File: config.mk
export PLATFORM = sky130hd
export DESIGN_NAME = display_mux_hex_flat
export DESIGN_NICKNAME = d
export VERILOG_FILES = /design/src/rtl/display_mux_hex_if.sv /design/src/rtl/display_mux_hex.sv /design/src/flat_wrapper.sv
export SDC_FILE = /design/constraint.sdc
export NUM_CORES = 1
export LEC_CHECK = 0
export ABC_AREA = 1
export CORE_AREA = 2 2 98 100
export DETAILED_ROUTE_END_ITERATION = 8
export DIE_AREA = 0 0 100 102
export DONT_BUFFER_PORTS = 1
export SYNTH_ARGS = -nofsm -noshare
export SYNTH_HDL_FRONTEND = slang
export SYNTH_HIERARCHICAL = 1
export SYNTH_SLANG_ARGS = --single-unit
File: constraint.sdc
create_clock -name clk -period 2.8 [get_ports clk]
set_clock_uncertainty 0.2 [all_clocks]
set_input_delay 0.56 -clock clk [delete_from_list [all_inputs] [get_ports clk]]
set_output_delay 0.56 -clock clk [all_outputs]
set_load 0.1 [all_outputs]
File: src/rtl/display_mux_hex_if.sv
// display_mux_hex_if
//   Bundles the load-side data bus and the board-side segment/anode pins of
//   display_mux_hex.
//   master : datapath/driver side (drives valor, apagar, supr_zeros, carregar[, pisca])
//   slave  : display controller side (drives pendente, saida, anodo)
//   Signals:
//     valor      4*NUM_DIGITOS hex nibbles, nibble i -> digit i (digit 0 rightmost)
//     apagar     per-digit blank mask, 1 = dark
//     supr_zeros 1 = suppress leading zeros
//     carregar   load strobe into the pending buffer
//     pisca      per-digit blink mask (only when DISPLAY_BLINK_EN is defined)
//     pendente   pending data not yet shown
//     saida      segments {g,f,e,d,c,b,a}, active-low
//     anodo      digit enables, active-low
interface display_mux_hex_if #(
    parameter int NUM_DIGITOS = 4
);
    logic [4*NUM_DIGITOS-1:0] valor;
    logic [NUM_DIGITOS-1:0]   apagar;
    logic                     supr_zeros;
    logic                     carregar;
`ifdef DISPLAY_BLINK_EN
    logic [NUM_DIGITOS-1:0]   pisca;
`endif
    logic                     pendente;
    logic [6:0]               saida;
    logic [NUM_DIGITOS-1:0]   anodo;

`ifdef DISPLAY_BLINK_EN
    modport master (output valor, apagar, supr_zeros, carregar, pisca,
                    input  pendente, saida, anodo);
    modport slave  (input  valor, apagar, supr_zeros, carregar, pisca,
                    output pendente, saida, anodo);
`else
    modport master (output valor, apagar, supr_zeros, carregar,
                    input  pendente, saida, anodo);
    modport slave  (input  valor, apagar, supr_zeros, carregar,
                    output pendente, saida, anodo);
`endif
endinterface

File: src/rtl/display_mux_hex.sv
// display_mux_hex
//   Time-multiplexed driver for NUM_DIGITOS common-anode hex digits sharing one
//   segment bus. Scans one digit per DIV_REFRESH clocks with a one-clock all-off
//   gap after every slot change, supports per-digit blanking and leading-zero
//   suppression, and applies new data only at frame start (double buffered).
//   Optional feature macro: DISPLAY_BLINK_EN adds the pisca blink mask and a
//   blink phase that toggles every DIV_PISCA digit slots.
//   Ports:
//     clk    rising-edge clock
//     rst_n  asynchronous active-low reset
//     bus    display_mux_hex_if.slave (load bus in, pendente/saida/anodo out)

// Per-digit decode and blank evaluation. zeros_daqui/zeros_acima form a chain
// from the most significant digit down: "this digit and all above are zero".
module display_mux_hex_digit #(
    parameter bit PODE_SUPRIMIR = 1'b1   // 0 for digit 0: never zero-suppressed
) (
    input  logic [3:0] nib,
    input  logic       zeros_acima,
    input  logic       supr_zeros,
    input  logic       apagar,
    input  logic       pisca_off,
    output logic [6:0] seg,
    output logic       blank,
    output logic       zeros_daqui
);
    function automatic logic [6:0] hex7(input logic [3:0] n);
        case (n)
            4'h0: hex7 = 7'b1000000;
            4'h1: hex7 = 7'b1111001;
            4'h2: hex7 = 7'b0100100;
            4'h3: hex7 = 7'b0110000;
            4'h4: hex7 = 7'b0011001;
            4'h5: hex7 = 7'b0010010;
            4'h6: hex7 = 7'b0000010;
            4'h7: hex7 = 7'b1111000;
            4'h8: hex7 = 7'b0000000;
            4'h9: hex7 = 7'b0010000;
            4'hA: hex7 = 7'b0001000;
            4'hB: hex7 = 7'b0000011;
            4'hC: hex7 = 7'b1000110;
            4'hD: hex7 = 7'b0100001;
            4'hE: hex7 = 7'b0000110;
            default: hex7 = 7'b0001110;
        endcase
    endfunction

    assign seg         = hex7(nib);
    assign zeros_daqui = (nib == 4'h0) && zeros_acima;
    assign blank       = apagar | (PODE_SUPRIMIR & supr_zeros & zeros_daqui) | pisca_off;
endmodule

module display_mux_hex #(
    parameter int NUM_DIGITOS = 4,
    parameter int DIV_REFRESH = 50000,
    parameter int DIV_PISCA   = 64
) (
    input  logic               clk,
    input  logic               rst_n,
    display_mux_hex_if.slave   bus
);
    localparam int IW = (NUM_DIGITOS > 1) ? $clog2(NUM_DIGITOS) : 1;
    localparam int PW = $clog2(DIV_REFRESH);
    localparam logic [PW-1:0] PRE_FIM = PW'(DIV_REFRESH - 1);
    localparam logic [IW-1:0] IDX_FIM = IW'(NUM_DIGITOS - 1);

    // ---------------- scan timing ----------------
    logic [PW-1:0] presc;
    logic [IW-1:0] idx;
    logic          tick;
    logic          inicio_quadro;

    assign tick          = (presc == PRE_FIM);
    assign inicio_quadro = tick && (idx == IDX_FIM);

    always_ff @(posedge clk or negedge rst_n) begin
        if (!rst_n) begin
            presc <= '0;
            idx   <= '0;
        end else begin
            presc <= tick ? '0 : presc + 1'b1;
            if (tick) idx <= (idx == IDX_FIM) ? '0 : idx + 1'b1;
        end
    end

    // ---------------- double buffer ----------------
    logic [NUM_DIGITOS-1:0][3:0] val_in;
    logic [NUM_DIGITOS-1:0][3:0] pend_val, ativo_val;
    logic [NUM_DIGITOS-1:0]      pend_apg, ativo_apg;
    logic                        pend_sz,  ativo_sz;
    logic                        pendente_r;

    assign val_in       = bus.valor;
    assign bus.pendente = pendente_r;

    // Active is updated from the pending contents held before this edge, so a
    // load coinciding with frame start lands in pending and keeps pendente set.
    always_ff @(posedge clk or negedge rst_n) begin
        if (!rst_n) begin
            pend_val   <= '0;
            pend_apg   <= '0;
            pend_sz    <= 1'b0;
            ativo_val  <= '0;
            ativo_apg  <= '0;
            ativo_sz   <= 1'b0;
            pendente_r <= 1'b0;
        end else begin
            if (inicio_quadro && pendente_r) begin
                ativo_val <= pend_val;
                ativo_apg <= pend_apg;
                ativo_sz  <= pend_sz;
            end
            if (bus.carregar) begin
                pend_val   <= val_in;
                pend_apg   <= bus.apagar;
                pend_sz    <= bus.supr_zeros;
                pendente_r <= 1'b1;
            end else if (inicio_quadro) begin
                pendente_r <= 1'b0;
            end
        end
    end

    // ---------------- blink ----------------
    logic [NUM_DIGITOS-1:0] pisca_off;

`ifdef DISPLAY_BLINK_EN
    localparam int BW = (DIV_PISCA > 1) ? $clog2(DIV_PISCA) : 1;
    localparam logic [BW-1:0] PISCA_FIM = BW'(DIV_PISCA - 1);

    logic [BW-1:0]          pisca_cnt;
    logic                   fase_on;
    logic [NUM_DIGITOS-1:0] pend_pisca, ativo_pisca;

    always_ff @(posedge clk or negedge rst_n) begin
        if (!rst_n) begin
            pisca_cnt <= '0;
            fase_on   <= 1'b1;
        end else if (tick) begin
            if (pisca_cnt == PISCA_FIM) begin
                pisca_cnt <= '0;
                fase_on   <= ~fase_on;
            end else begin
                pisca_cnt <= pisca_cnt + 1'b1;
            end
        end
    end

    always_ff @(posedge clk or negedge rst_n) begin
        if (!rst_n) begin
            pend_pisca  <= '0;
            ativo_pisca <= '0;
        end else begin
            if (inicio_quadro && pendente_r) ativo_pisca <= pend_pisca;
            if (bus.carregar)                pend_pisca  <= bus.pisca;
        end
    end

    assign pisca_off = fase_on ? '0 : ativo_pisca;
`else
    assign pisca_off = '0;
`endif

    // ---------------- per-digit decode ----------------
    logic [NUM_DIGITOS-1:0][6:0] seg_dig;
    logic [NUM_DIGITOS-1:0]      blank_dig;
    logic [NUM_DIGITOS:0]        zacima;

    assign zacima[NUM_DIGITOS] = 1'b1;

    for (genvar g = 0; g < NUM_DIGITOS; g++) begin : g_dig
        display_mux_hex_digit #(.PODE_SUPRIMIR(g > 0)) u_dig (
            .nib        (ativo_val[g]),
            .zeros_acima(zacima[g+1]),
            .supr_zeros (ativo_sz),
            .apagar     (ativo_apg[g]),
            .pisca_off  (pisca_off[g]),
            .seg        (seg_dig[g]),
            .blank      (blank_dig[g]),
            .zeros_daqui(zacima[g])
        );
    end

    // ---------------- registered pin drive ----------------
    // The tick edge loads all-off: this is the anti-ghost gap while the
    // index moves to the next digit.
    logic [6:0]             saida_nxt, saida_r;
    logic [NUM_DIGITOS-1:0] anodo_nxt, anodo_r;

    always_comb begin
        saida_nxt = '1;
        anodo_nxt = '1;
        if (!tick && !blank_dig[idx]) begin
            saida_nxt      = seg_dig[idx];
            anodo_nxt[idx] = 1'b0;
        end
    end

    always_ff @(posedge clk or negedge rst_n) begin
        if (!rst_n) begin
            saida_r <= '1;
            anodo_r <= '1;
        end else begin
            saida_r <= saida_nxt;
            anodo_r <= anodo_nxt;
        end
    end

    assign bus.saida = saida_r;
    assign bus.anodo = anodo_r;
endmodule
File: src/flat_wrapper.sv
// flat-port wrapper written by rule: the top's interface ports become plain ports
module display_mux_hex_flat 
#(
    parameter int NUM_DIGITOS = 4,
    parameter int DIV_REFRESH = 50000,
    parameter int DIV_PISCA   = 64
)
  (clk, rst_n, bus_valor, bus_apagar, bus_supr_zeros, bus_carregar, bus_pendente, bus_saida, bus_anodo);
  display_mux_hex_if #(.NUM_DIGITOS(NUM_DIGITOS)) bus_i ();
  input  logic clk;
  input  logic rst_n;
  input wire logic [$bits(bus_i.valor)-1:0] bus_valor;
  input wire logic [$bits(bus_i.apagar)-1:0] bus_apagar;
  input wire logic [$bits(bus_i.supr_zeros)-1:0] bus_supr_zeros;
  input wire logic [$bits(bus_i.carregar)-1:0] bus_carregar;
  output wire logic [$bits(bus_i.pendente)-1:0] bus_pendente;
  output wire logic [$bits(bus_i.saida)-1:0] bus_saida;
  output wire logic [$bits(bus_i.anodo)-1:0] bus_anodo;
  assign bus_i.valor = bus_valor;
  assign bus_i.apagar = bus_apagar;
  assign bus_i.supr_zeros = bus_supr_zeros;
  assign bus_i.carregar = bus_carregar;
  assign bus_pendente = bus_i.pendente;
  assign bus_saida = bus_i.saida;
  assign bus_anodo = bus_i.anodo;
  display_mux_hex #(.NUM_DIGITOS(NUM_DIGITOS), .DIV_REFRESH(DIV_REFRESH), .DIV_PISCA(DIV_PISCA)) u_core (.clk(clk), .rst_n(rst_n), .bus(bus_i));
endmodule
# Word level (Yosys, flattened, before mapping)
# Memories as Yosys holds them, arrays and structs flattened.
# Index checks and enable logic that the tools add are counted.
op_classes:
  n_bitwise: 7
  eq_ne: 2
  n_mul: 0
  addsub: 2
  n_shift: 0
  mux: 12
  div_mod_pow: 0
  n_lt_le_gt_ge: 2
  reduce_logical: 12
ops:
  columns: ["operator", "count"]
  rows:
  - ["16-bit by 1-bit adder with 16-bit output, second input constant", 1]
  - ["16-bit equality test, second input constant", 1]
  - ["16-bit 2-to-1 mux", 1]
  - ["7-bit binary-select mux with 2-bit select", 1]
  - ["7-bit 2-to-1 mux", 2]
  - ["4-bit zero test", 3]
  - ["1-bit logical AND", 6]
  - ["1-bit 2-to-1 mux", 4]
  - ["4-bit 2-to-1 mux", 1]
  - ["4-bit inverter", 1]
  - ["1-bit AND", 3]
  - ["2-bit by 3-bit < comparator with 1-bit output, second input constant", 1]
  - ["1-bit bitwise OR", 3]
  - ["2-bit by 1-bit adder with 2-bit output, second input constant", 1]
  - ["1-bit binary-select mux with 2-bit select", 1]
  - ["1-bit demux with 2-bit select", 1]
  - ["2-bit equality test, second input constant", 1]
  - ["2-bit by 1-bit >= comparator with 1-bit output, second input constant", 1]
  - ["1-bit zero test", 2]
  - ["2-bit 2-to-1 mux", 1]
  - ["2-bit nonzero test", 1]
word_totals:
  reg_bits: 72
  wordCells: 58
  output_inout_bits: 12
  latchBits: 0
  memories: 4
  mem_bits_rw: 0
  romBits: 448
mem_list:
  columns: ["memory", "depth", "word_bits", "rd", "rd_ports_with_merged_regs", "wr", "line_no", "text"]
  rows:
  - ["(name not given)", 16, 7, 1, 0, 0, "display_mux_hex.sv:28", "case (n)"]
  - ["(name not given)", 16, 7, 1, 0, 0, "display_mux_hex.sv:28", null]
  - ["(name not given)", 16, 7, 1, 0, 0, "display_mux_hex.sv:28", null]
  - ["(name not given)", 16, 7, 1, 0, 0, "display_mux_hex.sv:28", null]

# Depth between registers and ports, before layout
depth:
  depth_word: 10
  depth_mapped: 15

# Cells and area by module
# Netlist, hierarchy kept.
modules_own_cells:
  columns: ["mod", "cells_per_inst", "area_per_inst_um2", "n_inst", "seq_area_each_um2"]
  rows:
  - ["display_mux_hex", 400, 3278.1, 1, 1815.5]
  - ["display_mux_hex_digit at u_core.g_dig[1].u_dig ...", 56, 302.8, 3, 0.0]
  - ["display_mux_hex_digit at u_core.g_dig[0].u_dig", 52, 312.8, 1, 0.0]

# Worst setup path before layout
# OpenSTA, ideal clock, no wires.
synth_path:
  path_kind: "register to register"
  startpoint: "reg u_core/ativo_val[12] (netlist bit)"
  endpoint: "reg u_core.saida_r[5] (netlist: u_core/bus.saida[5])"
  slack_ns: 0.812
  path_stages_with_launch: 16
  path_buffers: 1
  t_required_ns: 2.536
  setup_time_ns: 0.064
  t_arrival_ns: 1.724
  cell_sequence: "dfrtp_1 > inv_1 > ha_1 > nand2_1 > nor3_1 > nand2_1 > nor3_1 > nand2_1 > inv_1 > nand3_1 > nand2_1 > o21ai_1 > nand2_1 > nor2_1 > buf_2 > nand3_1"
synth_between:
  elab_chain_cells: 10
  word_cells_on_any_way: 17
  classes_between: "mux: 5; bitwise: 6; reduce/logical: 5; memory: 1"
synth_rtl:
  columns: ["element", "line_no", "text"]
  rows:
  - ["from (decl)", "display_mux_hex.sv:88", "logic [NUM_DIGITOS-1:0][3:0] pend_val, ativo_val;"]
  - ["from (signal assigned)", "display_mux_hex.sv:109", "ativo_val <= pend_val;"]
  - ["4-bit zero test", "display_mux_hex.sv:49", "assign zeros_daqui = (nib == 4'h0) && zeros_acima;"]
  - ["named net u_core.zacima[3]", "display_mux_hex.sv:167", "logic [NUM_DIGITOS:0] zacima;"]
  - ["1-bit logical AND", "display_mux_hex.sv:49", null]
  - ["named net u_core.zacima[2]", "display_mux_hex.sv:167", null]
  - ["1-bit logical AND", "display_mux_hex.sv:49", null]
  - ["1-bit AND", "display_mux_hex.sv:50", "assign blank = apagar | (PODE_SUPRIMIR & supr_zeros & zeros_daqui) | pisca_off;"]
  - ["1-bit bitwise OR", "display_mux_hex.sv:50", null]
  - ["named net u_core.blank_dig[1]", "display_mux_hex.sv:166", "logic [NUM_DIGITOS-1:0] blank_dig;"]
  - ["1-bit binary-select mux with 2-bit select", "display_mux_hex.sv:193", "if (!tick && !blank_dig[idx]) begin"]
  - ["1-bit 2-to-1 mux (not written as such)", "display_mux_hex.sv:193", null]
  - ["1-bit zero test", "display_mux_hex.sv:193", null]
  - ["1-bit logical AND", "display_mux_hex.sv:193", null]
  - ["7-bit 2-to-1 mux", "display_mux_hex.sv:193", null]
  - ["named net u_core.saida_nxt[5]", "display_mux_hex.sv:187", "logic [6:0] saida_nxt, saida_r;"]
  - ["to (signal assigned)", "display_mux_hex.sv:204", "saida_r <= saida_nxt;"]
  - ["to (decl)", "display_mux_hex.sv:187", null]
# The timed path passes the listed nets, and every way through them passes these cells. The select of a mux whose other input is x is not followed.
# A chain may end at the register's enable or synchronous reset.

# Worst setup path in the final report
layout_path:
  startpoint: "reg u_core/ativo_val[12] (netlist bit)"
  endpoint: "reg u_core.saida_r[6] (netlist: u_core/bus.saida[6])"
# Same word-level chain as after synthesis.

==> key figures <==
Placement
  – Placed cell areas: 4500 um2
  – PortBufs: 0
  – RePlAce Congestion: 0.924
  – HPWL Detailed: 6990 um
  – Placed Cells: 712

Die
  – Die area: 10200 um2
  – Initial Utilization: 49.3%
  – Width of the chip: 100 um
  – Die H: 102 um
  – IO Count: 36
  – Core area: 9110 um2
  – Num rows: 35

Min path
  – Hold Path Class: in -> reg

Power and ir drop
  – Final Total Pwr: 1.97 mW
  – Peak supply drop: 346 uV
  – P_leak: 2.47 nW
  – Pwr per Cell Area: 418 nW/um2

Clock tree
  – Setup Buffers After CTS: 0
  – Sink Count: 72
  – CTS buffer count: 9
  – Hold_buf cts: 2
  – Clock Tree Root: clkbuf_8
  – Clock H-tree levels: 3
  – Max clock buf depth: 2
  – CTS tree: done
  – Clock Pin Slew Worst Setup and Hold Paths: 0.08 ns
  – Clk_lat worst skew: 0.34 ns
  – CTS resizes: 0

Setup path
  – Worst R2R End: u_core/bus.saida[6]
  – CP peak stage delay: 0.49 ns
  – CP startpoint: u_core/ativo_val[12]
  – Crit path DAT: 2.49 ns
  – Crit Path Class: reg -> reg
  – CP startpoint kind: register
  – Cell mode on critical path: nand2_1
  – Crit-path max FO: 11
  – Crit-path cells: inv_1 -> ha_1 -> nand2_1 -> nor3_1 -> nand2_1 -> nor3_1 -> nand2_1 -> inv_1 -> nand3_1 -> nand2_1 -> o21ai_1 -> nand2_1 -> nor2_1 -> nand3_1
  – Slowest CP cell: nor2_1
  – RR Startpoint: u_core/ativo_val[12]
  – Flop-to-flop setup slack: 0.35 ns
  – Worst Setup EP: u_core/bus.saida[6]
  – Endpoint type of the worst setup path: register
  – Required time of the critical path: 2.84 ns
  – Worst r2r path cells: 14

Global routing
  – First-pass GRT wire length: 16700 um
  – Vias in the first global route: 3454
  – Largest net degree at the start of global routing: 73
  – GRT overflow: 0
  – Busiest layer in global routing: met2
  – Met1 usage: 30.3%
  – GR Util All Layers: 20.6%
  – Initial antenna violation count: 0
  – GR Util met2: 31.7%
  – GR Util met3: 4.04%

STA
  – TNS Setup: 0 ns
  – Max-slew violations: 0
  – RSZ-0062 raised after global routing: false
  – Slew margin rel.: 57.4%
  – Final worst path period share: 87.7%
  – Fmax: 0.407 GHz
  – Final Setup Violations: 0
  – Final Hold Vio Count: 0
  – Slew @ Worst Pin: 0.639 ns
  – Min cycle time layout: 2.45 ns

Logic synthesis
  – Post-Syn Instances: 618
  – Post-synthesis cell area: 4490 um2
  – Syn avg cell area: 7.26 um2
  – Total of warnings raised by yosys: 6

Cells and area
  – Layout Nets: 665
  – Final instance area: 4710 um2
  – Most common cell after layout, fill and taps aside: nand2_1
  – Sequential cell area: 1820 um2
  – Share of cells above drive strength 1: 8.72%
  – # diodes: 0
  – Multi-input gate area: 2270 um2
  – Fin cells: 730
  – Commonest non-fill, non-tap cells in the layout: nand2_1, nor2_1, dfrtp_1, nand3_1, inv_1
  – Syn-to-layout area delta: 4.96%
  – FILL cells: 919
  – Finished Core Util: 51.7%

Route
  – Vias per std cell: 5.03
  – DRC: 0
  – DR WL/cell: 13.2 um
  – Final antenna-violating net count: 0
  – 1st-iter DRT viols: 155
  – Drt first pass iters: 4
  – Total number of vias: 3670
  – Total Wirelength: 9650 um

Job
  – Maxcap violations: 0

Outcome
  – Status: finished, final reports clean
==> worst max-delay path: cells and delay by family (launching register included) <==
| family | cells | cell delay, ns |
|---|---|---|
| compound gates | 1 | 0.12 |
| fa+ha+maj | 1 | 0.25 |
| buf+inv | 2 | 0.16 |
| flops | 1 | 0.44 |
| simple gates | 10 | 1.18 |
==> final cells by class <==
class                           instances  area share, %
Timing Repair Buffer                    8           1.75
Multi-Input combinational cell        464           48.3
Tap cell                              111           2.95
Clock inverter                          7           1.14
Sequential cell                        72           38.5
Inverter                               59           4.70
Clock buffer                            9           2.63
==> sequential cells by signal, indices dropped and copies added, names as in the netlist <==
signal               flops
u_core/ativo_sz          1
u_core/ativo_apg         4
u_core/bus.pendente      1
u_core/presc            16
u_core/bus.saida         7
u_core/pend_sz           1
u_core/ativo_val        16
u_core/pend_apg          4
u_core/bus.anodo         4
u_core/pend_val         16
u_core/idx               2
==> report_power, final <==
part	total (mW)	internal [mW]	switching, mW
clock network	0.762	0.329	0.433
logic	0.0711	0.0224	0.0488
registers	1.14	1.08	0.0585
==> metal layers <==
layer  share of wire [%]  vias to the layer above
met2                  44                       75
met4                0.97                        0
met3                 3.6                       10
met5                   0                        -
met1                  52                     1653
li1                    -                     1932
==> metrics by stage <==
step,worst slack (ns),hold WS (ns)
6_report,0.346,0.124
5_1_grt,0.0378,0.110
4_1_cts,0.310,0.108
3_5_place_dp,0.336,0.0671
3_3_place_gp,0.409,0.0668
2_1_floorplan,0.832,0.0644
==> worst min path at each step <==
stage,endpoint,cells past startpoint,start
floorplan,u_core/ativo_apg[0],0,rst_n
global placement,u_core/idx[1],0,rst_n
detailed placement,u_core/idx[1],0,rst_n
CTS,u_core/pend_val[12],2,bus_carregar
global route,u_core/pend_val[15],2,bus_carregar
finish,u_core/pend_sz,2,bus_carregar
(Power assumes the default switching activity.)
